**src/rtl/wb_pkg.sv**
```systemverilog
// Shared Wishbone classic definitions: FSM states and response classes.
package wb_pkg;

  typedef enum logic [1:0] {
    IDLE = 2'd0,
    WAIT = 2'd1,
    ACK  = 2'd2
  } wb_state_t;

  typedef enum logic [1:0] {
    RESP_ACK = 2'd0,
    RESP_ERR = 2'd1,
    RESP_RTY = 2'd2
  } wb_resp_t;

endpackage

```
**src/rtl/wb_byte_reg.sv**
```systemverilog
// One data register with per-byte-lane write enables and a synchronous reset value.
module wb_byte_reg #(
  parameter int                   DAT_WIDTH   = 32,
  parameter logic [DAT_WIDTH-1:0] RESET_VALUE = '0
) (
  input  logic                   clk_i,
  input  logic                   rst_i,
  input  logic [DAT_WIDTH/8-1:0] lane_we,
  input  logic [DAT_WIDTH-1:0]   wdata,
  output logic [DAT_WIDTH-1:0]   q
);

  localparam int LANES = DAT_WIDTH / 8;

  logic [DAT_WIDTH-1:0] q_r;

  // Lane-wise register update; unselected lanes hold
  always_ff @(posedge clk_i) begin
    if (rst_i) begin
      q_r <= RESET_VALUE;
    end else begin
      for (int i = 0; i < LANES; i++) begin
        if (lane_we[i]) begin
          q_r[8*i +: 8] <= wdata[8*i +: 8];
        end
      end
    end
  end

  assign q = q_r;

endmodule

```
**src/rtl/wb_classic_regfile.sv**
```systemverilog
// Wishbone B4 classic register-file device: byte-writable registers, registered
// single-cycle responses, programmable wait states and ack/err/rty classification.
module wb_classic_regfile
  import wb_pkg::*;
#(
  parameter int                   DAT_WIDTH   = 32,
  parameter int                   ADR_WIDTH   = 8,
  parameter int                   NUM_REGS    = 16,
  parameter int                   WAIT_STATES = 0,
  parameter logic [NUM_REGS-1:0]  RO_MASK     = '0,
  parameter logic [DAT_WIDTH-1:0] RESET_VALUE = '0
) (
  input  logic                          clk_i,
  input  logic                          rst_i,
  input  logic                          cyc_i,
  input  logic                          stb_i,
  input  logic                          we_i,
  input  logic [ADR_WIDTH-1:0]          adr_i,
  input  logic [DAT_WIDTH/8-1:0]        sel_i,
  input  logic [DAT_WIDTH-1:0]          dat_i,
  input  logic                          busy_i,
  output logic [DAT_WIDTH-1:0]          dat_o,
  output logic                          ack_o,
  output logic                          err_o,
  output logic                          rty_o,
  output logic [NUM_REGS*DAT_WIDTH-1:0] regs_o
);

  localparam int       IDX_W     = (NUM_REGS > 1) ? $clog2(NUM_REGS) : 1;
  localparam bit       NO_WAIT   = (WAIT_STATES == 32'sd0);
  localparam bit [3:0] WAIT_INIT = 4'(WAIT_STATES - 1);

  wb_state_t            state_r;
  wb_resp_t             resp_r;
  logic [3:0]           cnt_r;
  logic                 we_r;
  logic [IDX_W-1:0]     idx_r;
  logic                 ack_r;
  logic                 err_r;
  logic                 rty_r;
  logic [DAT_WIDTH-1:0] dat_r;

  logic                 req_s;
  logic [IDX_W-1:0]     idx_s;
  wb_resp_t             class_s;
  logic                 go_ack_s;
  wb_resp_t             go_resp_s;
  logic [IDX_W-1:0]     go_idx_s;
  logic                 go_we_s;
  logic                 commit_s;
  logic [DAT_WIDTH-1:0] q_s [NUM_REGS];

  // Out-of-range beats busy, busy beats a read-only write
  function automatic wb_resp_t classify(input logic [ADR_WIDTH-1:0] adr,
                                        input logic we, input logic busy);
    if (32'(adr) >= 32'(NUM_REGS)) begin
      return RESP_ERR;
    end else if (busy) begin
      return RESP_RTY;
    end else if (we && RO_MASK[adr[IDX_W-1:0]]) begin
      return RESP_ERR;
    end else begin
      return RESP_ACK;
    end
  endfunction

  assign req_s    = cyc_i && stb_i;
  assign idx_s    = adr_i[IDX_W-1:0];
  assign class_s  = classify(adr_i, we_i, busy_i);
  assign commit_s = (state_r == ACK) && (resp_r == RESP_ACK) && we_r;

  // Identify the edge entering ACK so the response flops load alongside the state
  always_comb begin
    go_ack_s  = 1'b0;
    go_resp_s = class_s;
    go_idx_s  = idx_s;
    go_we_s   = we_i;
    if ((state_r == IDLE) && req_s && NO_WAIT) begin
      go_ack_s = 1'b1;
    end else if ((state_r == WAIT) && cyc_i && (cnt_r == 4'd0)) begin
      go_ack_s  = 1'b1;
      go_resp_s = resp_r;
      go_idx_s  = idx_r;
      go_we_s   = we_r;
    end else begin
      go_ack_s = 1'b0;
    end
  end

  // Transaction FSM and registered termination outputs
  always_ff @(posedge clk_i) begin
    if (rst_i) begin
      state_r <= IDLE;
      resp_r  <= RESP_ACK;
      cnt_r   <= 4'd0;
      we_r    <= 1'b0;
      idx_r   <= '0;
      ack_r   <= 1'b0;
      err_r   <= 1'b0;
      rty_r   <= 1'b0;
      dat_r   <= '0;
    end else begin
      case (state_r)
        IDLE: begin
          if (req_s) begin
            we_r    <= we_i;
            idx_r   <= idx_s;
            resp_r  <= class_s;
            cnt_r   <= WAIT_INIT;
            state_r <= NO_WAIT ? ACK : WAIT;
          end
        end
        WAIT: begin
          if (!cyc_i) begin
            state_r <= IDLE;
          end else if (cnt_r == 4'd0) begin
            state_r <= ACK;
          end else begin
            cnt_r <= cnt_r - 4'd1;
          end
        end
        ACK:     state_r <= IDLE;
        default: state_r <= IDLE;
      endcase
      ack_r <= go_ack_s && (go_resp_s == RESP_ACK);
      err_r <= go_ack_s && (go_resp_s == RESP_ERR);
      rty_r <= go_ack_s && (go_resp_s == RESP_RTY);
      dat_r <= (go_ack_s && (go_resp_s == RESP_ACK) && !go_we_s) ? q_s[go_idx_s] : '0;
    end
  end

  for (genvar g = 0; g < NUM_REGS; g++) begin : g_reg
    logic [DAT_WIDTH/8-1:0] lane_we_s;

    assign lane_we_s = (commit_s && (idx_r == IDX_W'(g))) ? sel_i : '0;

    wb_byte_reg #(
      .DAT_WIDTH  (DAT_WIDTH),
      .RESET_VALUE(RESET_VALUE)
    ) u_reg (
      .clk_i  (clk_i),
      .rst_i  (rst_i),
      .lane_we(lane_we_s),
      .wdata  (dat_i),
      .q      (q_s[g])
    );

    assign regs_o[g*DAT_WIDTH +: DAT_WIDTH] = q_s[g];
  end

  assign dat_o = dat_r;
  assign ack_o = ack_r;
  assign err_o = err_r;
  assign rty_o = rty_r;

endmodule

```
**config.mk**
```make
export PLATFORM = sky130hd
export DESIGN_NAME = wb_classic_regfile
export DESIGN_NICKNAME = d
export VERILOG_FILES = /design/src/rtl/wb_pkg.sv /design/src/rtl/wb_byte_reg.sv /design/src/rtl/wb_classic_regfile.sv
export SDC_FILE = /design/constraint.sdc
export NUM_CORES = 1
export LEC_CHECK = 0
export BUFFER_PORTS_ARGS = -buffer_cell sky130_fd_sc_hd__buf_2
export CAP_MARGIN = 25
export CORE_UTILIZATION = 40
export DETAILED_ROUTE_END_ITERATION = 12
export PLACE_DENSITY_LB_ADDON = 0.05
export RECOVER_POWER = 25
export SETUP_SLACK_MARGIN = 0.4
export SYNTH_ARGS = -nofsm -noshare
export SYNTH_HDL_FRONTEND = slang
export SYNTH_SLANG_ARGS = --single-unit
```
**constraint.sdc**
```tcl
create_clock -name clk_i -period 2.2 [get_ports clk_i]
set_input_delay 0.11 -clock clk_i [delete_from_list [all_inputs] [get_ports clk_i]]
set_output_delay 0.11 -clock clk_i [all_outputs]
set_load 0.03 [all_outputs]
```
======== Word level (Yosys, flattened, before mapping) ========
Memory sizes are Yosys's and may differ from the RTL's.
Cells that the tools add are included.
storage, ports and cells
  register bits ........................... 560
  bits in latches ......................... 0
  bits in writable memories ............... 0
  ROM bits ................................ 16
  input bits .............................. 50
  output and inout port bits .............. 547
  word-level logic and storage cells ...... 180
  memories ................................ 1
memory list
  name             depth  bits a word  rd ports  clocked after memory_dff  wr ports  RTL line                  source
  (no name shown)  16     1            1         0                         0         wb_classic_regfile.sv:60  end else if (we && RO_MASK[adr[IDX_W-1:0]]) begin
cells by class
  add/sub/neg operators ................... 1
  multipliers ............................. 0
  div/mod/pow operators ................... 0
  magnitude comparators ................... 3
  equal/unequal tests ..................... 23
  shift operators ......................... 0
  mux-type cells .......................... 39
  bitwise logic cells ..................... 2
  reductions and logical operators ........ 38
operators with widths
  kind                                                                                  number
  32-bit binary-select mux with 4-bit select                                            1
  4-bit 2-to-1 mux                                                                      21
  32-bit 2-to-1 mux                                                                     2
  4-bit == test (second input constant)                                                 8
  1-bit logical AND                                                                     27
  4-bit by 3-bit == test with 1-bit output (second input constant)                      4
  2-bit 2-to-1 mux                                                                      7
  4-bit by 2-bit == test with 1-bit output (second input constant)                      2
  8-bit by 5-bit greater-or-equal comparator with 1-bit output (second input constant)  1
  4-bit logical NOT                                                                     2
  4-bit case mux with 2 select lines                                                    1
  2-bit logical NOT                                                                     3
  1-bit 2-to-1 mux                                                                      6
  2-bit != test (second input constant)                                                 3
  5-bit greater-or-equal comparator (second input constant)                             1
  4-bit by 5-bit less-than comparator with 1-bit output (second input constant)         1
  4-bit inverter with 5-bit output                                                      1
  2-bit by 1-bit == test with 1-bit output (second input constant)                      2
  2-bit == test (second input constant)                                                 2
  4-bit by 1-bit == test with 1-bit output (second input constant)                      1
  2-bit case mux with 2 select lines                                                    1
  2-bit AND reduction                                                                   2
  4-bit AND reduction                                                                   1
  4-bit by 1-bit subtractor with 4-bit output (second input constant)                   1
  5 further kinds                                                                       5

======== Longest topological paths before layout ========
Gate-level depths: netlist of run 1.
  depth after elaboration ................. 13
  mapped depth ............................ 6
  depth with buffers taken out ............ 3

======== By module ========
Synthesis of run 1 repeated with hierarchy kept, for this count alone.
second synthesis, totals
  cell total of the unflattened synthesis .. 2078
  area total of the unflattened synthesis .. 23917.9 um2
modules (own cells, without submodules)
  module              instances  cells each  area each (um2)  seq. area each (um2)
  wb_byte_reg         16         103         1141.1           640.6
  wb_classic_regfile  1          430         5660.4           860.8

======== Least setup slack after synthesis of run 1 ========
OpenSTA, ideal clock, no wires.
  kind .................................... flip-flop to flip-flop
  start point ............................. reg resp_r[1]
  end point ............................... reg g_reg[2].u_reg.q_r[11]
  library setup time ...................... 72 ps
  arrival time ............................ 1477 ps
  data required time ...................... 2128 ps
  slack ................................... 651 ps
  stages on the path, launching flop included .. 6
  path buffers ............................ 2
  period minus slack after synthesis ...... 1549 ps
  path through ............................ dfxtp_1 -> nor4b_4 -> buf_6 -> and3_1 -> buf_6 -> mux2i_1
between the ends
  longest elaborated chain between the ends .. 5
ends and longest elaborated chain
  item                             RTL line                   source
  start, declared                  wb_classic_regfile.sv:34   wb_resp_t resp_r;
  start signal, assigned           wb_classic_regfile.sv:108  resp_r <= class_s;
  2-bit logical NOT                wb_classic_regfile.sv:70   assign commit_s = (state_r == ACK) && (resp_r == RESP_ACK) && we_r;
  1-bit logical AND (2 in series)  wb_classic_regfile.sv:70
  1-bit logical AND                wb_classic_regfile.sv:135  assign lane_we_s = (commit_s && (idx_r == IDX_W'(g))) ? sel_i : '0;
  4-bit 2-to-1 mux                 wb_classic_regfile.sv:135
  end signal, assigned by index    wb_byte_reg.sv:24          q_r[8*i +: 8] <= wdata[8*i +: 8];
  end, declared                    wb_byte_reg.sv:15          logic [DAT_WIDTH-1:0] q_r;
No other way between the ends.
A chain may end at the register's enable or synchronous reset.

======== Worst setup path after layout of run 1 ========
  start point ............................. reg state_r[1]
  end point ............................... reg idx_r[1]
between the ends
  longest elaborated chain between the ends .. 2
ends and longest elaborated chain
  item                                  RTL line                   source
  start, declared                       wb_classic_regfile.sv:33   wb_state_t state_r;
  start signal, assigned                wb_classic_regfile.sv:110  state_r <= NO_WAIT ? ACK : WAIT;
  2-bit logical NOT                     wb_classic_regfile.sv:103  case (state_r)
  2-bit AND reduction (no source line)  n/a
  end signal, assigned                  wb_classic_regfile.sv:107  idx_r <= idx_s;
  end, declared                         wb_classic_regfile.sv:37   logic [IDX_W-1:0] idx_r;
No other way between the ends.

==> metrics.txt, run 1 <==
layout cell share with drive strength beyond 1 a little over a quarter; crit-path max cell delay roughly 0.56 ns; Boundary Pins about 600; H-tree levels 2; post-synth net total around 2.2k; grt peak-use layer met2; HPWL Detailed between 60 and 70 mm; Die ar. between 0.06 and 0.07 mm^2; drt first pass iters 5; WL final around 89 mm; met3 GRT Util under 10%; # clock sinks 555; Die Y ~260 um; Worst-Margin Slew between 0.6 and 0.7 ns; Yosys warnings 0; Yosys reg bits about 560; worst min-delay path class primary input to register; drt wl/cell approximately 24 um; Final Setup Violations 0; clk slew on worst S/H paths 0.06 ns; met1 Resource Use GR 35.0%; most instantiated library cell after synthesis mux2i_1; global-route wire length before repair 127 mm; Global Route Usage Sum a little over a quarter; largest cells by area after synthesis dfxtp_1 43%, mux2i_1 23%, nand2b_1 13%; Post-Synthesis Cell Area 0.0256 mm^2; Power Density 677 mW/mm^2; Layout Utilization between 50% and 60%; status finished, final reports clean; Max Fclk ~560 MHz; Setup crit start kind register; CP arrival approximately 2.3 ns; average cell area after synthesis about 12 um^2; NumNets Final approximately 2.8k; Critical Path Fanout Max 8; footprint of the multi-input gates between 0.01 and 0.015 mm^2; Max clock buf depth 3; Die Wd 255 um; clock latency on the worst-skew pair a little over 0.6 ns; Synth Flop Type dfxtp_1; Power Total 21.6 mW; leading area contributor after synthesis dfxtp_1; Max-Cap Viols 0; Cells after Synth 2148; largest net degree at the start of global routing 68; Max Slew Vio Count 0; critical path class register to register; unrepaired setup endpoints after global routing yes; Netlist cell types 32; DR vias/cell 5.24; worst path cell trace and3b_1, mux2i_1, nor2_1, dlygate4sd3_1; flop-to-flop setup slack approximately 0.42 ns; via count of the first global-routing pass between 15k and 20k; Seq/Total Area, Yosys roughly 43%; Worst EP required roughly 2.7 ns; post-synth top area share 43.4%; TritonCTS buffer count between 60 and 70; final setup TNS 0 ns; initial core utilization between 40 and 50%; Setup Skew 0.0117 ns; fin crit period between 1.5 and 2 ns; area occupied by registers between 0.01 and 0.015 mm^2; Worst setup EP type register; CTS root buf clkbuf_16; Hold Fails Final Rpt 0; initial antenna violation count 8; relative slew slack between 50% and 60%; CTS tree built; row count 92; P&R area growth vs syn 24.6%; final worst path period share between 80% and 90%; routability cong. between 0.8 and 0.9; leakage 15.3 nW; VDD IR max ~600 uV; via count between 15k and 20k; # DRC 0; core area approximately 0.063 mm^2; port buffer count between 500 and 600; DR iter-0 viols between 900 and 1k; Worst path slowest cell dlygate4sd3_1; FILL cells about 6k; Synth async-reset ratio 0%; Post-DRT Antenna Nets 0; most frequent cells after synthesis 581 x mux2i_1, 555 x dfxtp_1, 544 x nand2b_1; Post-synth EDFFs 0; met2 Usage GRT about 43%; gr ovfl total 0
flip-flops by register name (all words and copies together), names as in the netlist:
register   flops
state_r        1
dat_o         32
err_o          1
rty_o          1
we_r           1
g.u_reg.q    512
resp_r         2
idx_r          4
ack_o          1
per-stage QoR:
stage	worst slack [ns]	std cells	hold slack [ns]	area (um^2)
global route	0.303	3658	0.0703	31900
detailed placement	0.326	3493	0.398	29800
global placement	0.359	3493	0.395	29800
CTS	0.422	3643	0.0233	32200
floorplan	0.651	2148	0.256	25600
finish	0.415	3662	0.0766	31900
layer usage:
metal / routed length (um) / up-vias
met5: 13 / -
met3: 5170 / 133
met1: 39300 / 9717
met2: 42400 / 556
li1: - / 8770
met4: 2490 / 2
layout by cell type (no fill, tap or decap), types with 2 or more instances in the layout:
cell	instances
nand2b_1	544
and3_1	8
nand3_2	20
and3b_1	6
and3b_2	4
buf_12	16
clkbuf_16	61
nand4b_1	2
nor2_1	7
clkbuf_8	16
diode_2	7
buf_4	101
clkinvlp_4	5
nand3_4	41
nor3b_2	4
dlygate4sd3_1	38
bufinv_16	4
mux4_2	128
and3_2	2
dfxtp_1	555
mux2i_1	581
o22ai_1	32
buf_2	320
clkbuf_1	284
clkinv_2	14
critical path, delay by kind of cell (launching register included):
kind | cells | cell delay [ns]
buffers and inverters | 1 | 0.56
flip-flops | 1 | 0.34
AND/OR/NAND/NOR | 2 | 0.53
multiplexers | 1 | 0.24
cell families (layout without fill, tap and decap cells):
| kind of cell | after synthesis | in the layout | share of synthesized area, % |
|---|---|---|---|
| other cells | 0 | 7 | 0 |
| compound gates | 34 | 34 | 0.830 |
| mux | 709 | 709 | 34.0 |
| simple gates | 649 | 649 | 18.2 |
| buf+inv | 201 | 862 | 3.60 |
| flops | 555 | 555 | 43.4 |
layout make-up:
class                   instances  share of cell area [%]
multi-input cells            1392                    42.6
flip-flops and latches        555                    34.8
repair buffers                750                    12.9
well taps                     846                    3.32
diodes                          7                  0.0549
clock buffers                  88                    5.57
clock inverters                24                   0.741
where the power goes:
group / leakage (nW) / switching, mW / internal [mW]
clock network: 0.990 / 4.30 / 6.05
logic: 9.81 / 0.644 / 0.540
registers: 4.47 / 0.00922 / 10.1
worst paths after layout:
path	start	cells after the start	endpoint
setup / recovery	state_r[1]$_SDFFE_PP0P_	4	idx_r[1]$_SDFFE_PP0P_
hold reg to reg	g_reg[2].u_reg.q[15]$_SDFFE_PP0P_	2	g_reg[2].u_reg.q[15]$_SDFFE_PP0P_
hold / removal	dat_i[0]	3	g_reg[6].u_reg.q[0]$_SDFFE_PP0P_
setup reg to reg	state_r[1]$_SDFFE_PP0P_	4	idx_r[1]$_SDFFE_PP0P_
repair_timing:
action	CTS	global route
resized for setup	1	2
hold buffers	38	0
buffers inserted	0	12
hold endpoints to repair	389	0
pin swaps	0	1
endpoints found under the setup margin	8	38
Power figures use the tool's default switching activity.
==> run 2, diff against run 1 <==
clock period = 1.6 ns   (was 2.2 ns; I/O delays follow)
==> metrics.txt, run 2 (synthesis results as in run 1) <==
VDD IR max 914 uV; global-route wire length before repair 130 mm; port buffer count a little under 600; Net Switching ~6.8 mW; Hold Path Origin rst_i; Boundary Pins 597; flop-to-flop setup slack -0.02 ns; M1 wire length 38.1 mm; via count 19.5k; most frequent cells in the layout 580 x mux2i_1, 544 x nand2b_1, 388 x dfxtp_1; internal cell power 23.2 mW; clock latency on the worst-skew pair 0.62 ns; reg2reg end g_reg[8].u_reg.q[1]$_SDFFE_PP0P_; final std cells w/o fill roughly 3.7k; Setup crit start kind register; clock network fraction of design power approximately 48%; Max Fclk between 600 and 700 MHz; drt wl/cell roughly 24 um; Max-Cap Viols 0; Worst EP required 2.14 ns; crit path from resp_r[1]$_SDFFE_PP0P_; largest net degree at the start of global routing about 100; # clock sinks between 500 and 600; row count between 90 and 100; Max clock buf depth 3; # DRC 0; Post-DRT Antenna Nets 0; initial antenna violation count 3; CTS root buf clkbuf_16; worst min-delay path class primary input to register; via count of the first global-routing pass roughly 20k; Die Y 255 um; gr ovfl total 0; Largest register FFs approximately 500; relative slew slack between 40% and 50%; CP arrival 2.16 ns; Power Density roughly 880 mW/mm^2; Max Slew Vio Count 0; drt first pass iters 5; Global Route Usage Sum a little over a quarter; Post-Place Worst Slack -0.166 ns; CTS tree built; clk slew on worst S/H paths ~0.06 ns; initial core utilization between 40% and 50%; metal2 WL roughly 45 mm; max layer used met5; TritonCTS buffer count 61; Die ar. around 0.065 mm^2; failing checks setup timing; Final Setup Violations 4; fin worst setup slack -0.0219 ns; worst reg2reg path depth 6; H-tree levels 2; unrepaired setup endpoints after global routing yes; Layout Utilization a little over half; Die Wd roughly 260 um; n_diodes 0; leakage around 16 nW; status complete, but fails checks; fin crit period ~1.6 ns; DR vias/cell ~5.2; final worst path period share 101%; Min-Delay Path Depth 3; Reg power frac between 40% and 50%; HPWL Detailed roughly 63 mm; routed wl met3 approximately 4.8 mm; Setup Skew between 0.01 and 0.015 ns; RR Startpoint resp_r[1]$_SDFFE_PP0P_; Worst-Margin Slew 0.776 ns; NumNets Final slightly below 3k; switch share a little under a quarter; core area between 0.06 and 0.07 mm^2; WL final roughly 90 mm; routability cong. between 0.8 and 0.9; P&R area growth vs syn 33.2%; hold worst-path end state_r[1]$_SDFFE_PP0P_; Critical Path Fanout Max 8; commonest non-fill, non-tap cell in the layout mux2i_1; Worst setup EP type register; DR iter-0 viols approximately 1.1k; layout cell share with drive strength beyond 1 38.3%; Comb pwr share 5.9%; Inst Count DP ~3.5k; critical path class register to register; Hold Fails Final Rpt 0
[run 2: cell types whose count changed in the layout (fill, tap and decap cells not counted), sizes merged]
cell / before / now
buf: 439 / 596
bufinv: 4 / 5
clkbuf: 361 / 275
clkinv: 15 / 8
clkinvlp: 5 / 3
diode: 7 / 0
dlygate4sd3: 38 / 42
inv: 0 / 1
[run 2: through the flow]
| step | hold WS, ns | TNS [ns] | cell area [um^2] | total power, mW |
|---|---|---|---|---|
| finish | 0.0903 | -0.0283 | 34100 | 30.0 |
| global route | 0.0844 | -4.01 | 34100 | 30.9 |
| CTS | 0.00660 | 0 | 34000 | 30.3 |
| detailed placement | 0.372 | -4.12 | 30700 | 15.8 |
| global placement | 0.359 | -3.49 | 30700 | 15.8 |
| floorplan | 0.224 | 0 | 26300 | 15.3 |
[run 2: how the worst max path moves through the flow]
stage,end,cells past startpoint
2_1_floorplan,g_reg[2].u_reg.q[11]$_SDFFE_PP0P_,5
3_3_place_gp,dat_o[30]$_SDFF_PP0_,6
3_5_place_dp,dat_o[30]$_SDFF_PP0_,6
4_1_cts,g_reg[8].u_reg.q[1]$_SDFFE_PP0P_,6
5_1_grt,g_reg[8].u_reg.q[1]$_SDFFE_PP0P_,6
6_report,g_reg[8].u_reg.q[1]$_SDFFE_PP0P_,6
[run 2: metal layers]
metal	vias up	global-route usage, %
met1	9821	34.1
li1	8925	-
met2	588	45.5
met3	151	4.82
met5	-	0
met4	6	10.1
[run 2: power by group through the flow]
stage	clock (mW)	sequential, mW	combinational (mW)
final	14.4	13.8	1.77
after detailed placement	0	14.2	1.64
after CTS	14.7	13.8	1.77
after floorplan	0	14.2	1.11
after global routing	15.2	13.8	1.86
after global placement	0	14.2	1.62
[run 2: worst max-delay path: stages (launching register included)]
cell,delay (ns)
dfxtp_2,0.34
nor4b_4,0.28
buf_6,0.17
buf_12,0.15
buf_12,0.13
nand3_4,0.21
mux2i_1,0.25
[run 2: final cells by class]
cell class,instances,area (um^2)
Sequential cell,555,11400
Timing Repair Buffer,821,5640
Clock inverter,17,221
Fill cell,5595,29100
Clock buffer,92,1820
Tap cell,846,1060
Multi-Input combinational cell,1392,14000
[run 2: what timing repair did]
item | 4_1_cts | 5_1_grt
buffers inserted | 23 | 1
hold buffers | 42 | 0
gates resized for setup | 117 | 165
endpoints found under the setup margin | 1092 | 1098
gates cloned | 7 | 2
pin swaps | 15 | 16
hold endpoints to repair | 523 | 0
==> run 3, diff against run 2 <==
CORE_UTILIZATION = 49   (was 40)
==> metrics.txt, run 3 (synthesis results as in run 1) <==
status complete, but fails checks; failing checks setup timing; Setup crit start kind register; core area roughly 0.052 mm^2; Power Density about 860 mW/mm^2; Die ar. around 0.053 mm^2; Critical Path Fanout Max 8; Inst Count DP 3358; Min Hold Slack 0.0352 ns; Post-Place Worst Slack -0.163 ns; switch share around 22%; critical path class register to register; flop-to-flop setup slack -0.03 ns; clock network fraction of design power 47.0%; Hold Fails Final Rpt 0; Global Route Usage Sum a little under a third; NumNets Final roughly 2.9k; Worst EP required about 2.1 ns; Final Setup Violations 49; # DRC 0; DR iter-0 viols 1299; P&R area growth vs syn 33.4%; fin crit period 1.63 ns; crit path from resp_r[0]$_SDFFE_PP0P_; clock latency on the worst-skew pair 0.62 ns; routability cong. around 0.88; via count 19.7k; initial antenna violation count 2; internal cell power approximately 23 mW; Net Switching between 6 and 7 mW; Setup Skew 0.0210 ns; Die Wd 231 um; commonest non-fill, non-tap cell in the layout mux2i_1; area occupied by registers 0.0115 mm^2; layout cell share with drive strength beyond 1 43.0%; WL final just under 90 mm; relative slew slack a little over a third; FILL cells approximately 4k; drt wl/cell around 25 um; Worst setup EP type register; clk slew on worst S/H paths 0.06 ns; Max Slew Vio Count 0; worst min-delay path class primary input to register; via count of the first global-routing pass between 15k and 20k; gr ovfl total 0; Boundary Pins 597; Largest register FFs a little over 500; drt first pass iters 5; Max-Cap Viols 0; Worst-Margin Slew a little under 1 ns; Max Fclk a little over 600 MHz; Comb pwr share about 6%; Die Y roughly 230 um; initial core utilization between 40% and 50%; fin worst setup slack -0.0290 ns; # clock sinks 555; leakage 16.6 nW; global-route wire length before repair 127 mm; VDD IR max 825 uV; CTS tree built; final std cells w/o fill 3524; footprint of the multi-input gates between 0.01 and 0.015 mm^2; final worst path period share 102%; row count between 80 and 90; CP arrival ~2.1 ns; DR vias/cell 5.58; final setup TNS -0.498 ns; Power Total between 20 and 30 mW; worst reg2reg path depth 5; n_diodes 0; TritonCTS buffer count 58; RR Startpoint resp_r[0]$_SDFFE_PP0P_; Reg power frac between 40% and 50%; H-tree levels 2; largest net degree at the start of global routing 96; reg2reg end g_reg[9].u_reg.q[28]$_SDFFE_PP0P_; HPWL Detailed around 60 mm; unrepaired setup endpoints after global routing yes; most frequent cells in the layout 578 x mux2i_1, 544 x nand2b_1, 381 x buf_2; Max clock buf depth 3; Setup crit end g_reg[9].u_reg.q[28]$_SDFFE_PP0P_; Post-DRT Antenna Nets 0; port buffer count about 600; CTS root buf clkbuf_16
-- run 3: cell count changes in the layout (fill, tap and decap cells not counted), sizes merged --
cell | previous run | this run
buf | 596 | 649
bufinv | 5 | 4
clkbuf | 275 | 192
clkinv | 8 | 14
clkinvlp | 3 | 0
dlygate4sd3 | 42 | 37
dlymetal6s4s | 0 | 1
inv | 1 | 0
-- run 3: routing by layer --
| layer | track usage, % | vias to the layer above | share of wire (%) | wire, um |
|---|---|---|---|---|
| met2 | 51.9 | 712 | 48 | 41900 |
| li1 | - | 8854 | - | - |
| met5 | 0 | - | 0.023 | 20 |
| met1 | 40.4 | 9912 | 41 | 35800 |
| met3 | 6.10 | 185 | 6.2 | 5410 |
| met4 | 13.8 | 4 | 4.3 | 3770 |
-- run 3: power groups by stage --
stage               registers, mW  logic, mW  clock network (mW)
floorplan                    14.2       1.11                   0
global placement             14.2       1.58                   0
detailed placement           14.2       1.60                   0
CTS                          13.8       1.71                13.9
global route                 13.8       1.80                14.5
finish                       13.8       1.72                13.7
-- run 3: worst min-delay path by stage --
| stage | from | endpoint | slack [ns] | cells past startpoint |
|---|---|---|---|---|
| finish | rst_i | g_reg[3].u_reg.q[5]$_SDFFE_PP0P_ | 0.04 | 4 |
| floorplan | busy_i | resp_r[1]$_SDFFE_PP0P_ | 0.22 | 2 |
| detailed placement | busy_i | rty_o$_SDFF_PP0_ | 0.36 | 2 |
| global placement | we_i | we_r$_SDFFE_PP0P_ | 0.35 | 3 |
| global route | rst_i | g_reg[2].u_reg.q[5]$_SDFFE_PP0P_ | 0.04 | 4 |
| CTS | adr_i[1] | dat_o[4]$_SDFF_PP0_ | 0.004 | 3 |
-- run 3: repair_timing --
action | CTS | global route
setup buffers | 16 | 6
hold endpoints to repair | 498 | 0
resized for setup | 413 | 385
hold buffers | 38 | 0
endpoints found under the setup margin | 1095 | 1097
pin swaps | 21 | 3
cloned | 6 | 0
-- run 3: layout make-up --
class / instances / share of cell area (%)
multi-input combinational: 1392 / 41.1
timing repair buffer: 797 / 17.0
clock buffer: 82 / 5.08
tap: 680 / 2.49
clock inverter: 18 / 0.568
sequential: 555 / 33.7
-- run 3: stage by stage --
step                      cell area, um^2  utilization (%)
after floorplan                     26300                -
after CTS                           34200             66.4
after global placement              30400             59.0
after detailed placement            30400             59.0
final                               34200             66.3
after global routing                34200             66.3
-- run 3: critical path: stages, from the launching register on --
cell,delay [ns]
dfxtp_2,0.34
nor4b_4,0.38
buf_6,0.21
buf_12,0.15
nand3_4,0.21
mux2i_1,0.19
